`config.mk`:
```
export PLATFORM = sky130hd
export DESIGN_NAME = uart_rx
export DESIGN_NICKNAME = d
export VERILOG_FILES = /design/src/rtl/uart_rx.sv
export SDC_FILE = /design/constraint.sdc
export NUM_CORES = 1
export LEC_CHECK = 0
export ABC_AREA = 0
export BUFFER_PORTS_ARGS = -buffer_cell sky130_fd_sc_hd__buf_2
export CAP_MARGIN = 20
export CORE_MARGIN = 1
export CORE_UTILIZATION = 57
export CTS_CLUSTER_SIZE = 20
export DETAILED_ROUTE_END_ITERATION = 16
export PLACE_DENSITY = 0.77
export SETUP_SLACK_MARGIN = 0.1
export SYNTH_ARGS = -nofsm -noshare
export SYNTH_HDL_FRONTEND = slang
export SYNTH_SLANG_ARGS = --single-unit
```
`constraint.sdc`:
```
create_clock -name clk -period 2.2 [get_ports clk]
set_input_delay 0.44 -clock clk [delete_from_list [all_inputs] [get_ports clk]]
set_output_delay 0.44 -clock clk [all_outputs]
set_load 0.05 [all_outputs]
```
`src/rtl/uart_rx.sv`:
```
// 8N1 UART receiver: 2-flop synchronizer, half-bit start qualification, mid-bit sampling.
// Define UART_RX_MAJORITY_EN to take each bit sample as a 2-of-3 majority vote.
module uart_rx #(
  parameter int clk_freq = 24000000,
  parameter int baud     = 1000000
) (
  input  logic       clk,
  input  logic       rst,
  input  logic       rx,
  output logic [7:0] rx_data,
  output logic       rx_valid,
  output logic       rx_frame_err,
  output logic       rx_busy
);

  localparam int DIV  = clk_freq / baud;
  localparam int HALF = DIV / 2;
  localparam int CW   = $clog2(DIV) + 1;
  localparam logic [CW-1:0] DIV_M1  = CW'(DIV - 1);
  localparam logic [CW-1:0] HALF_M1 = CW'(HALF - 1);

  typedef enum logic [1:0] {IDLE, START, DATA, STOP} state_t;

  state_t        state, state_nx;
  logic [CW-1:0] cnt, cnt_nx;
  logic [2:0]    idx, idx_nx;
  logic [7:0]    shift, shift_nx;
  logic [7:0]    data_nx;
  logic          valid_nx, err_nx;
  logic          rx_meta, rxs, rxs_prev;
  logic          sample, expiry;

  // NOTE: sequential state uses non-blocking assignments so every flop sees pre-edge values.
  always_ff @(posedge clk or posedge rst) begin
    if (rst) begin
      rx_meta  <= 1'b1;
      rxs      <= 1'b1;
      rxs_prev <= 1'b1;
    end else begin
      rx_meta  <= rx;
      rxs      <= rx_meta;
      rxs_prev <= rxs;
    end
  end

`ifdef UART_RX_MAJORITY_EN
  logic [1:0] hist;

  always_ff @(posedge clk or posedge rst) begin
    if (rst) hist <= 2'b11;
    else     hist <= {hist[0], rxs};
  end

  // A single-cycle spike on the line cannot flip the vote.
  assign sample = (rxs & hist[0]) | (rxs & hist[1]) | (hist[0] & hist[1]);
`else
  assign sample = rxs;
`endif

  assign expiry  = (cnt == '0);
  assign rx_busy = (state != IDLE);

  // NOTE: every output of this block gets a default first, so no path can infer a latch.
  always_comb begin
    state_nx = state;
    cnt_nx   = cnt;
    idx_nx   = idx;
    shift_nx = shift;
    data_nx  = rx_data;
    valid_nx = 1'b0;
    err_nx   = 1'b0;
    unique case (state)
      IDLE: begin
        if (rxs_prev && !rxs) begin
          state_nx = START;
          cnt_nx   = HALF_M1;
        end
      end
      START: begin
        if (!expiry) begin
          cnt_nx = cnt - 1'b1;
        end else if (!sample) begin
          state_nx = DATA;
          cnt_nx   = DIV_M1;
          idx_nx   = 3'd0;
        end else begin
          state_nx = IDLE;
        end
      end
      DATA: begin
        if (!expiry) begin
          cnt_nx = cnt - 1'b1;
        end else begin
          shift_nx = {sample, shift[7:1]};
          cnt_nx   = DIV_M1;
          idx_nx   = idx + 3'd1;
          if (idx == 3'd7) state_nx = STOP;
        end
      end
      STOP: begin
        if (!expiry) begin
          cnt_nx = cnt - 1'b1;
        end else begin
          state_nx = IDLE;
          if (sample) begin
            data_nx  = shift;
            valid_nx = 1'b1;
          end else begin
            err_nx = 1'b1;
          end
        end
      end
      default: state_nx = IDLE;
    endcase
  end

  always_ff @(posedge clk or posedge rst) begin
    if (rst) begin
      state        <= IDLE;
      cnt          <= '0;
      idx          <= 3'd0;
      shift        <= 8'h00;
      rx_data      <= 8'h00;
      rx_valid     <= 1'b0;
      rx_frame_err <= 1'b0;
    end else begin
      state        <= state_nx;
      cnt          <= cnt_nx;
      idx          <= idx_nx;
      shift        <= shift_nx;
      rx_data      <= data_nx;
      rx_valid     <= valid_nx;
      rx_frame_err <= err_nx;
    end
  end

endmodule

```
# == Word level (Yosys, flattened, before mapping) ==
# Cells that the tools add are included.
# op_classes
reduce_logical,11
n_bitwise,0
addsub,2
order_cmp,0
n_eq_ne,12
mul,0
n_shift,0
mux,23
div,0
# op_table
op,count
$mux 6,5
$pmux 6 s4,1
$ne 2x2->1 const B,7
$mux 2,6
$mux 3,3
$pmux 2 s4,1
$logic_not 6->1,1
$mux 1,6
$pmux 3 s2,1
$reduce_and 3->1,2
$sub 6x1->6 const B,1
$reduce_and 5->1,1
$eq 2x2->1 const B,2
$reduce_and 4->1,1
$reduce_bool 2->1,2
$add 3x1->3 const B,1
$eq 3x3->1 const B,1
$ne 3x3->1 const B,1
$eq 2x1->1 const B,1
$logic_not 2->1,1
$reduce_and 2->1,1
$logic_and 1x1->1,1
$logic_not 1->1,1
# totals
output_inout_bits,11
n_memories,0
ram_bits,0
wordCells,58
register_bits,32
rom_bits,0
latchBits,0

# == Logic depth before layout (Yosys ltp) ==
# Gate-level depths: netlist of run 1.
# logic_depth
word_depth,4
mapped_depth,6
depth_no_buf,6

# == Least setup slack after synthesis of run 1 ==
# OpenSTA, ideal clock, no wires.
# synth_timing
path_kind,flip-flop to flip-flop
from,reg cnt[0]
to,reg rx_data[0]
slack_ns,0.378
path_stages_with_launch,7
t_arrival_ns,1.697
path_buffers,0
cell_sequence,dfrtp_1 inv_1 ha_1 or4b_4 nor2_4 nand3_4 mux2_2
# synth_via
elab_chain_len,2
# synth_lines
element,line,text
from (decl),25,"logic [CW-1:0] cnt, cnt_nx;"
from (signal assigned),128,cnt <= cnt_nx;
$logic_not 6->1,60,assign expiry = (cnt == '0);
$reduce_and 3->1 (no line),--,
to (signal assigned),131,rx_data <= data_nx;
to (decl),10,"output logic [7:0] rx_data,"
# Every way passes these cells.
# A chain may end at the register's enable or synchronous reset.

# == Final worst setup path of run 1 ==
# layout_timing
from,reg cnt[0]
to,reg rx_data[2]
# The elaborated chain is that of the path after synthesis.

==> results of run 1 <==
==> power by group <==
group	switching, mW	internal, mW	total (mW)	leakage [nW]
registers	0.0909	0.680	0.771	0.424
logic	0.454	0.320	0.774	0.427
clock network	0.197	0.302	0.499	0.0515
==> cell usage after synthesis (2+ instances only) <==
cell type / number / area (sq um)
sky130_fd_sc_hd__a21oi_1: 7 / 35.0
sky130_fd_sc_hd__nor2_1: 6 / 22.5
sky130_fd_sc_hd__o211ai_1: 2 / 15.0
sky130_fd_sc_hd__dfstp_2: 3 / 78.8
sky130_fd_sc_hd__mux2_2: 17 / 191
sky130_fd_sc_hd__inv_1: 9 / 33.8
sky130_fd_sc_hd__a22o_1: 3 / 26.3
sky130_fd_sc_hd__nand2_1: 8 / 30.0
sky130_fd_sc_hd__ha_1: 8 / 100
sky130_fd_sc_hd__nand2b_1: 3 / 18.8
sky130_fd_sc_hd__dfrtp_1: 29 / 726
sky130_fd_sc_hd__o21ai_0: 4 / 20.0
sky130_fd_sc_hd__nor4b_1: 2 / 17.5
==> per-layer routing <==
layer	vias to the layer above	share of wire	routed length [microns]	track usage
li1	494	-	-	-
met1	505	0.47	1330	0.310
met2	26	0.46	1320	0.354
met3	9	0.047	134	0.0948
met4	0	0.019	55	0.0965
met5	-	0	0	0
==> worst min-delay path: stages <==
cell and delay (ns):
sky130_fd_sc_hd__buf_2 0.09, sky130_fd_sc_hd__inv_1 0.04, sky130_fd_sc_hd__buf_4 0.35
==> state kept, by name (all words and copies together), names as in the netlist, named ones only <==
register / cells
cnt: 6
idx: 3
rx_data: 8
rx_frame_err: 1
rx_meta: 1
rx_valid: 1
rxs: 1
rxs_prev: 1
shift: 8
state: 1
==> final timing paths <==
| kind | end | slack, ns | cells past startpoint |
|---|---|---|---|
| max reg2reg | rx_data[2] | 0.16 | 6 |
| max in group asynchronous | rxs | 1.70 | 3 |
| min in group clk | rx_meta | 0.21 | 1 |
| max | rx_data[2] | 0.16 | 6 |
| min | cnt[0] | 0.17 | 3 |
| min reg2reg | rxs | 0.37 | 0 |
==> kinds of logic (layout without fill, tap and decap cells) <==
kind of cell | after synthesis | in the layout | synth area share
AO/OA/AOI/OAI | 24 | 24 | 0.107
adder cells (fa/ha/maj) | 8 | 8 | 0.0663
buffers and inverters | 11 | 36 | 0.0307
flip-flops | 32 | 32 | 0.533
multiplexers | 18 | 18 | 0.133
AND/OR/NAND/NOR | 31 | 31 | 0.129
==> through the flow <==
step | cells | setup WS [ns] | instance area (sq um) | hold slack, ns | total power, mW
after global routing | 179 | 0.0855 | 1750 | 0.185 | 2.17
after floorplan | 124 | 0.378 | 1510 | 0.345 | 1.35
after CTS | 177 | 0.162 | 1720 | 0.182 | 2.02
final | 179 | 0.156 | 1750 | 0.166 | 2.04
after detailed placement | 169 | 0.191 | 1630 | 0.360 | 1.52
after global placement | 169 | 0.262 | 1630 | 0.360 | 1.50
==> area by class of cell <==
type	instances	area (sq um)
Clock inverter	1	30.0
Sequential cell	32	805
Clock buffer	7	65.1
Fill cell	186	751
Inverter	9	33.8
Tap cell	30	37.5
Timing Repair Buffer	19	110
Multi-Input combinational cell	81	668
==> timing repair <==
item,in CTS,in global routing
endpoints found under the setup margin,0,11
hold endpoints to repair,0,0
resized for setup,0,2
setup buffers,0,2
==> impl_metrics.toml, run 1 <==
[timing]
unrepaired_setup_endpoints_after_global_routing = "true"
final.period_utilization = 0.929
clock_skew_ns = 0.0111
finalCriticalPeriod_ns = 2.04
fmax_mhz = 489
max-slew-margin-rel = 0.586
number_of_setup_violations_in_the_final_report = 0
tightest_slew_ns = 0.615
final_max_slew_viol_count = 0
tns_ns = 0
hold_viol = 0

[global_route]
grt_first_pass_wirelength_microns = 4660
residual_overflow_from_global_routing = 0
globalRouteTotalUtil = 0.240
first_global_vias = 995
antenna_found_initial = 0
grt_start_max_net_pins = 33

[yosys]
synth-edff-count = 0
yosysUniqueCellTypes = 36
synthFlopType = "sky130_fd_sc_hd__dfrtp_1"
synth_cells = 124
post_synth.cell_area_avg_sq_um = 12.2
synth-seq-area-share = 0.533
syn-cell-area_sq_mm = 0.00151
synth_fp_nets = 135
postSynth.asyncResetShare = 1.00
ys_ff_latch = 32
yosys_warnings = 0

[routing]
post_drt_via_cell_ratio = 5.78
wire_per_inst_microns = 15.9
vias = 1034
totalWireLength_microns = 2840
detailedRoute.firstPassIterationCount = 4
drc_errors = 0
postRouteAntennaNets = 0
drt_iter0_markers = 39

[setup_path]
worstSetupPathType = "flip-flop to flip-flop"
critical_path.cell_chain = "inv_1 > ha_2 > or4b_4 > nor2_4 > nand3_4 > mux2_2"
worst_setup_path_start_kind = "flip-flop"
crit_buf_inv = 1
critical_path_peak_fanout = 9
crit_path_top_delay_cell = "sky130_fd_sc_hd__or4b_4"
r2r_start = "cnt[0]"
cp_top_family = "simple AND/OR/NAND/NOR gates"
largest_incremental_delay_on_the_critical_path_ns = 0.50
critical_path_at_ns = 2.26
critPathLaunch = "cnt[0]"
crit_required_ns = 2.41
worst_setup_path_end_kind = "flip-flop"

[floorplanning]
core.rowCount = 18
core-area_sq_mm = 0.00250
floorplan.die.height_microns = 53.5
floorplan_die_width_microns = 53.5
dieArea_sq_mm = 0.00286
floorplan.initialDensity = 0.604
io_pins = 14

[outcome]
run_status = "complete, no violations"

[pwr]
static-leakage-power_nw = 0.902
power.ir.vdd_worst_mv = 0.751
power.density_mw_per_mm2 = 1170

[placement]
gp_congestion = 0.818
buffer_ports.inserted = 13
detailed_place_hpwl_microns = 2000

[layout]
synthToLayoutAreaGrowth_pct = 15.9
layout_cell_share_with_drive_strength_beyond_1 = 0.383
final_cell_mix = "29 x sky130_fd_sc_hd__dfrtp_1, 17 x sky130_fd_sc_hd__mux2_2, 13 x sky130_fd_sc_hd__buf_2"
mostFrequentLayoutCell = "sky130_fd_sc_hd__dfrtp_1"
antenna_cells_inserted = 0
nets = 159
final_core_utilization = 0.700

[clocking]
cts_root_buffer = "sky130_fd_sc_hd__clkbuf_4"
h-tree-depth = 2
hold_fix_buffer_count_after_cts = 0
worstSkewPairLatency_ns = 0.33
tritoncts = "yes"
clk_pin_slew_ns = 0.10
total_number_of_clock_tree_sinks = 32
max-clock-path-buffers = 2
cts_buffers = 5

[hold_path]
timing.hold.worst.class = "input pin to asynchronous set/reset pin"

[run]
maxCapViolations = 0
Power figures use the tool's default switching activity.
==> inputs of run 2 (changes only) <==
--- a/config.mk
+++ b/config.mk
@@ -8,12 +8,13 @@
 export ABC_AREA = 0
 export BUFFER_PORTS_ARGS = -buffer_cell sky130_fd_sc_hd__buf_2
 export CAP_MARGIN = 20
-export CORE_MARGIN = 1
+export CORE_MARGIN = 5
 export CORE_UTILIZATION = 57
 export CTS_CLUSTER_SIZE = 20
 export DETAILED_ROUTE_END_ITERATION = 16
 export PLACE_DENSITY = 0.77
-export SETUP_SLACK_MARGIN = 0.1
+export SETUP_SLACK_MARGIN = 0.3
+export SKIP_CTS_REPAIR_TIMING = 1
 export SYNTH_ARGS = -nofsm -noshare
 export SYNTH_HDL_FRONTEND = slang
 export SYNTH_SLANG_ARGS = --single-unit
==> impl_metrics.toml, run 2 (synthesized netlist as in run 1, its figures left out) <==
[layout]
antenna_cells_inserted = 0
reg_top3 = "rx_data (8), shift (8), cnt (6)"
mostFrequentLayoutCell = "sky130_fd_sc_hd__dfrtp_1"
nets = 162
synthToLayoutAreaGrowth_pct = 16.9
layout_cell_share_with_drive_strength_beyond_1 = 0.424
final_cell_mix = "29 x sky130_fd_sc_hd__dfrtp_1, 16 x sky130_fd_sc_hd__mux2_2, 13 x sky130_fd_sc_hd__buf_2"
final_cell_area_sq_mm = 0.00176
final_core_utilization = 0.706

[routing]
drt-met1-wl_microns = 1180
wire_per_inst_microns = 16.4
detailroute.wirelength.met3_microns = 170
totalWireLength_microns = 2960
vias = 1090
routed-wl-met2_microns = 1530
post_drt_via_cell_ratio = 6.02
drc_errors = 0
detailedRoute.firstPassIterationCount = 4
top_layer = "met4"
drt_iter0_markers = 67
postRouteAntennaNets = 0

[timing]
tightest_slew_ns = 0.423
unrepaired_setup_endpoints_after_global_routing = "true"
tns_ns = 0
fmax_mhz = 503
clock_skew_ns = 0.0150
final_max_slew_viol_count = 0
finalCriticalPeriod_ns = 1.99
max-slew-margin-rel = 0.716
number_of_setup_violations_in_the_final_report = 0
final_critical_path_setup_slack_ns = 0.212
hold_viol = 0
final.period_utilization = 0.903

[setup_path]
worstSetupPathType = "flip-flop to flip-flop"
critical_path_at_ns = 2.22
r2r_start = "cnt[0]"
timing.rr.end = "idx[0]"
critical_path_peak_fanout = 7
reg2reg_setup_slack_ns = 0.21
worst_setup_path_end_kind = "flip-flop"
critPathLaunch = "cnt[0]"
worst_setup_path_start_kind = "flip-flop"
crit_required_ns = 2.43
number_of_cells_traversed_by_the_worst_register_to_register_path = 6
critPathCapture = "idx[0]"

[floorplanning]
floorplan.die.height_microns = 61.5
core.rowCount = 18
dieArea_sq_mm = 0.00378
io_pins = 14
floorplan.initialDensity = 0.604
core-area_sq_mm = 0.00250
floorplan_die_width_microns = 61.5

[pwr]
static-leakage-power_nw = 0.889
power.density_mw_per_mm2 = 1130
power.ir.vdd_worst_mv = 0.859

[placement]
detailed_place_hpwl_microns = 1980
placement.setup.worst_slack_ns = 0.210
buffer_ports.inserted = 13
placed_area_sq_mm = 0.00162
gp_congestion = 0.832

[clocking]
h-tree-depth = 2
tritoncts = "yes"
max-clock-path-buffers = 2
cts_buffers = 5
clk_pin_slew_ns = 0.10
total_number_of_clock_tree_sinks = 32
cts_root_buffer = "sky130_fd_sc_hd__clkbuf_4"
worstSkewPairLatency_ns = 0.33

[global_route]
antenna_found_initial = 0
grt_start_max_net_pins = 33
grt_first_pass_wirelength_microns = 4900
globalRouteTotalUtil = 0.182
residual_overflow_from_global_routing = 0
first_global_vias = 1092

[run]
maxCapViolations = 0

[hold_path]
timing.hold.worst.class = "input pin to asynchronous set/reset pin"

[outcome]
run_status = "complete, no violations"
==> run 2: worst min-delay path by stage <==
| stage | end | cells past startpoint |
|---|---|---|
| 5_1_grt | rx_meta | 1 |
| 4_1_cts | idx[0] | 3 |
| 2_1_floorplan | rxs | 0 |
| 3_5_place_dp | rxs | 0 |
| 3_3_place_gp | rxs | 0 |
| 6_report | idx[0] | 3 |
==> run 2: per-layer routing <==
| layer | vias to the layer above | GRT usage |
|---|---|---|
| li1 | 500 | - |
| met1 | 542 | 0.206 |
| met2 | 34 | 0.319 |
| met3 | 14 | 0.0629 |
| met4 | 0 | 0.0667 |
| met5 | - | 0 |
==> run 2: area by class of cell <==
type	instances	area, sq um
Fill cell	169	736
Inverter	9	33.8
Sequential cell	32	805
Clock buffer	6	41.3
Clock inverter	1	5.00
Tap cell	30	37.5
Multi-Input combinational cell	82	713
Timing Repair Buffer	21	129
==> run 2: where the power goes <==
part / internal (mW) / leakage [nW] / switching (mW)
registers: 0.680 / 0.424 / 0.0962
clock network: 0.118 / 0.0281 / 0.191
logic: 0.397 / 0.437 / 0.511
total: 1.19 / 0.889 / 0.797
==> run 2: critical path, stage by stage (launching register included) <==
cell	delay (ns)
sky130_fd_sc_hd__dfrtp_1	0.42
sky130_fd_sc_hd__inv_2	0.09
sky130_fd_sc_hd__ha_4	0.14
sky130_fd_sc_hd__or4b_4	0.49
sky130_fd_sc_hd__nor2_4	0.25
sky130_fd_sc_hd__o211ai_1	0.19
sky130_fd_sc_hd__mux2_4	0.29
==> run 2: metrics by stage <==
step,cells,total power [mW],hold slack [ns]
after floorplan,124,1.35,0.345
after global placement,168,1.49,0.346
after detailed placement,168,1.52,0.349
after CTS,175,1.83,0.173
after global routing,181,2.13,0.178
final,181,1.99,0.163
==> inputs of run 3 (changes only) <==
--- a/config.mk
+++ b/config.mk
@@ -5,14 +5,14 @@
 export SDC_FILE = /design/constraint.sdc
 export NUM_CORES = 1
 export LEC_CHECK = 0
-export ABC_AREA = 0
+export ABC_AREA = 1
 export BUFFER_PORTS_ARGS = -buffer_cell sky130_fd_sc_hd__buf_2
 export CAP_MARGIN = 20
 export CORE_MARGIN = 5
-export CORE_UTILIZATION = 57
+export CORE_UTILIZATION = 58
 export CTS_CLUSTER_SIZE = 20
 export DETAILED_ROUTE_END_ITERATION = 16
-export PLACE_DENSITY = 0.77
+export PLACE_DENSITY = 0.84
 export SETUP_SLACK_MARGIN = 0.3
 export SKIP_CTS_REPAIR_TIMING = 1
 export SYNTH_ARGS = -nofsm -noshare
==> impl_metrics.toml, run 3 <==
[outcome]
run_status = "complete, no violations"

[setup_path]
worst_setup_path_end_kind = "primary output"
critical_path_at_ns = 1.34
crit_required_ns = 1.76
critical_path_peak_fanout = 5
worstSetupPathType = "flip-flop to primary output"
worst_setup_path_start_kind = "flip-flop"

[yosys]
ys_ff_latch = 32
synth_largest_area_cell = "sky130_fd_sc_hd__dfrtp_1"
post_synth.cell_area_avg_sq_um = 9.16
post-synth-top-count-cell = "sky130_fd_sc_hd__nand2_1"
postSynth.asyncResetShare = 1.00
yosysUniqueCellTypes = 25
post_synth_main_area_contributors = "sky130_fd_sc_hd__dfrtp_1 45%, sky130_fd_sc_hd__nand2_1 10%, sky130_fd_sc_hd__o21ai_2 8.1%"
synth_cells = 176
syn-cell-area_sq_mm = 0.00161
synthFlopType = "sky130_fd_sc_hd__dfrtp_1"
synth-seq-area-share = 0.499
synth.top_cells.by_count = "45 x sky130_fd_sc_hd__nand2_1, 29 x sky130_fd_sc_hd__dfrtp_1, 24 x sky130_fd_sc_hd__inv_1"
yosysTopAreaCellShare = 0.450
synth-edff-count = 0
yosys_warnings = 0
synth_fp_nets = 187

[routing]
totalWireLength_microns = 2830
drc_errors = 0
postRouteAntennaNets = 0
post_drt_via_cell_ratio = 5.23
vias = 1188
wire_per_inst_microns = 12.5
drt_iter0_markers = 61
detailedRoute.firstPassIterationCount = 4

[floorplanning]
floorplan_die_width_microns = 62.7
dieArea_sq_mm = 0.00394
core.rowCount = 19
floorplan.die.height_microns = 62.7
core-area_sq_mm = 0.00271
io_pins = 14
floorplan.initialDensity = 0.595

[layout]
layout.area.seq_sq_um = 805
nFillCells = 212
reg_top3 = "rx_data (8), shift (8), cnt (6)"
multi_input_comb_area_sq_um = 688
final_core_utilization = 0.657
mostFrequentLayoutCell = "sky130_fd_sc_hd__nand2_1"
finalNonFillerCells = 227
antenna_cells_inserted = 0
final_cell_mix = "45 x sky130_fd_sc_hd__nand2_1, 29 x sky130_fd_sc_hd__dfrtp_1, 24 x sky130_fd_sc_hd__inv_1"
layout_cell_share_with_drive_strength_beyond_1 = 0.270
synthToLayoutAreaGrowth_pct = 10.4
nets = 206

[timing]
unrepaired_setup_endpoints_after_global_routing = "false"
fmax_mhz = 563
max-slew-margin-rel = 0.744
tns_ns = 0
finalCriticalPeriod_ns = 1.78
hold_viol = 0
final_max_slew_viol_count = 0
clock_skew_ns = 0.0144
final.period_utilization = 0.808
tightest_slew_ns = 0.384
number_of_setup_violations_in_the_final_report = 0

[pwr]
power_mw = 1.97
static-leakage-power_nw = 0.953
power.density_mw_per_mm2 = 1110
power.ir.vdd_worst_mv = 0.715

[global_route]
globalRouteTotalUtil = 0.167
residual_overflow_from_global_routing = 0
first_global_vias = 1192
grt_start_max_net_pins = 33
antenna_found_initial = 0
grt_first_pass_wirelength_microns = 5220

[clocking]
clk_pin_slew_ns = 0.10
cts_root_buffer = "sky130_fd_sc_hd__clkbuf_4"
tritoncts = "yes"
h-tree-depth = 2
total_number_of_clock_tree_sinks = 32
cts_buffers = 5
worstSkewPairLatency_ns = 0.33
max-clock-path-buffers = 2

[placement]
detailed_place_hpwl_microns = 2140
buffer_ports.inserted = 13
place.detailed.instances = 219
gp_congestion = 0.817

[run]
maxCapViolations = 0

[hold_path]
timing.hold.worst.class = "input pin to asynchronous set/reset pin"
[run 3: changes by cell type in the layout (fill, tap and decap cells not counted), sizes merged, moves of 3 or more]
cell,before,now
nand2,8,49
o21ai,4,24
inv,9,26
mux2,17,0
buf,21,13
nand3,4,11
nor2,7,13
a21oi,7,2
a22o,3,0
nand2b,3,0
[run 3: cell families after synthesis]
family | Yosys count | synth area share
buffers and inverters | 28 | 0.0745
DFF | 32 | 0.499
AOI/OAI and AO/OA | 27 | 0.123
adders and majority gates | 8 | 0.0621
xor gates and xnor gates | 2 | 0.0109
and+or+nand+nor | 79 | 0.231
[run 3: power by group]
| part | internal [mW] | leakage [nW] | total, mW | switching (mW) |
|---|---|---|---|---|
| logic | 0.262 | 0.485 | 0.790 | 0.528 |
| clock network | 0.238 | 0.0422 | 0.432 | 0.194 |
| registers | 0.674 | 0.426 | 0.752 | 0.0774 |
[run 3: final cells by class]
type / count / area share
clock buffers: 6 / 0.0232
clock inverters: 2 / 0.0197
inverters: 26 / 0.0548
multi-input cells: 116 / 0.387
flip-flops and latches: 32 / 0.452
well taps: 31 / 0.0218
repair buffers: 14 / 0.0422
[run 3: worst max-delay path, cell delays in order (launching register included)]
cell and delay [ns]:
sky130_fd_sc_hd__dfrtp_1 0.43, sky130_fd_sc_hd__inv_1 0.11, sky130_fd_sc_hd__ha_1 0.20, sky130_fd_sc_hd__inv_1 0.06, sky130_fd_sc_hd__clkbuf_4 0.22
[run 3: path summary, 6_finish.rpt]
check | startpoint | end | slack (ns) | cells past startpoint
min in group clk | rx | rx_meta | 0.22 | 1
max in group asynchronous | rst | rx_meta | 1.69 | 3
min | rst | cnt[0] | 0.17 | 3
min reg2reg | rx_meta | rxs | 0.36 | 0
max | state[0] | rx_busy | 0.42 | 4
max reg2reg | state[0] | idx[2] | 0.54 | 7
[run 3: metal layers]
metal,global-route usage,part of all wire,vias to the layer above
met5,0,0,-
met4,0.0716,0.016,0
met3,0.0612,0.046,8
met2,0.276,0.52,25
met1,0.194,0.42,565
li1,-,-,590
[run 3: per-stage QoR]
step	instance area (sq um)	hold slack, ns	worst slack, ns
floorplan	1610	0.345	0.525
global placement	1700	0.349	0.683
detailed placement	1700	0.351	0.593
CTS	1780	0.176	0.371
global route	1780	0.193	0.323
finish	1780	0.169	0.423
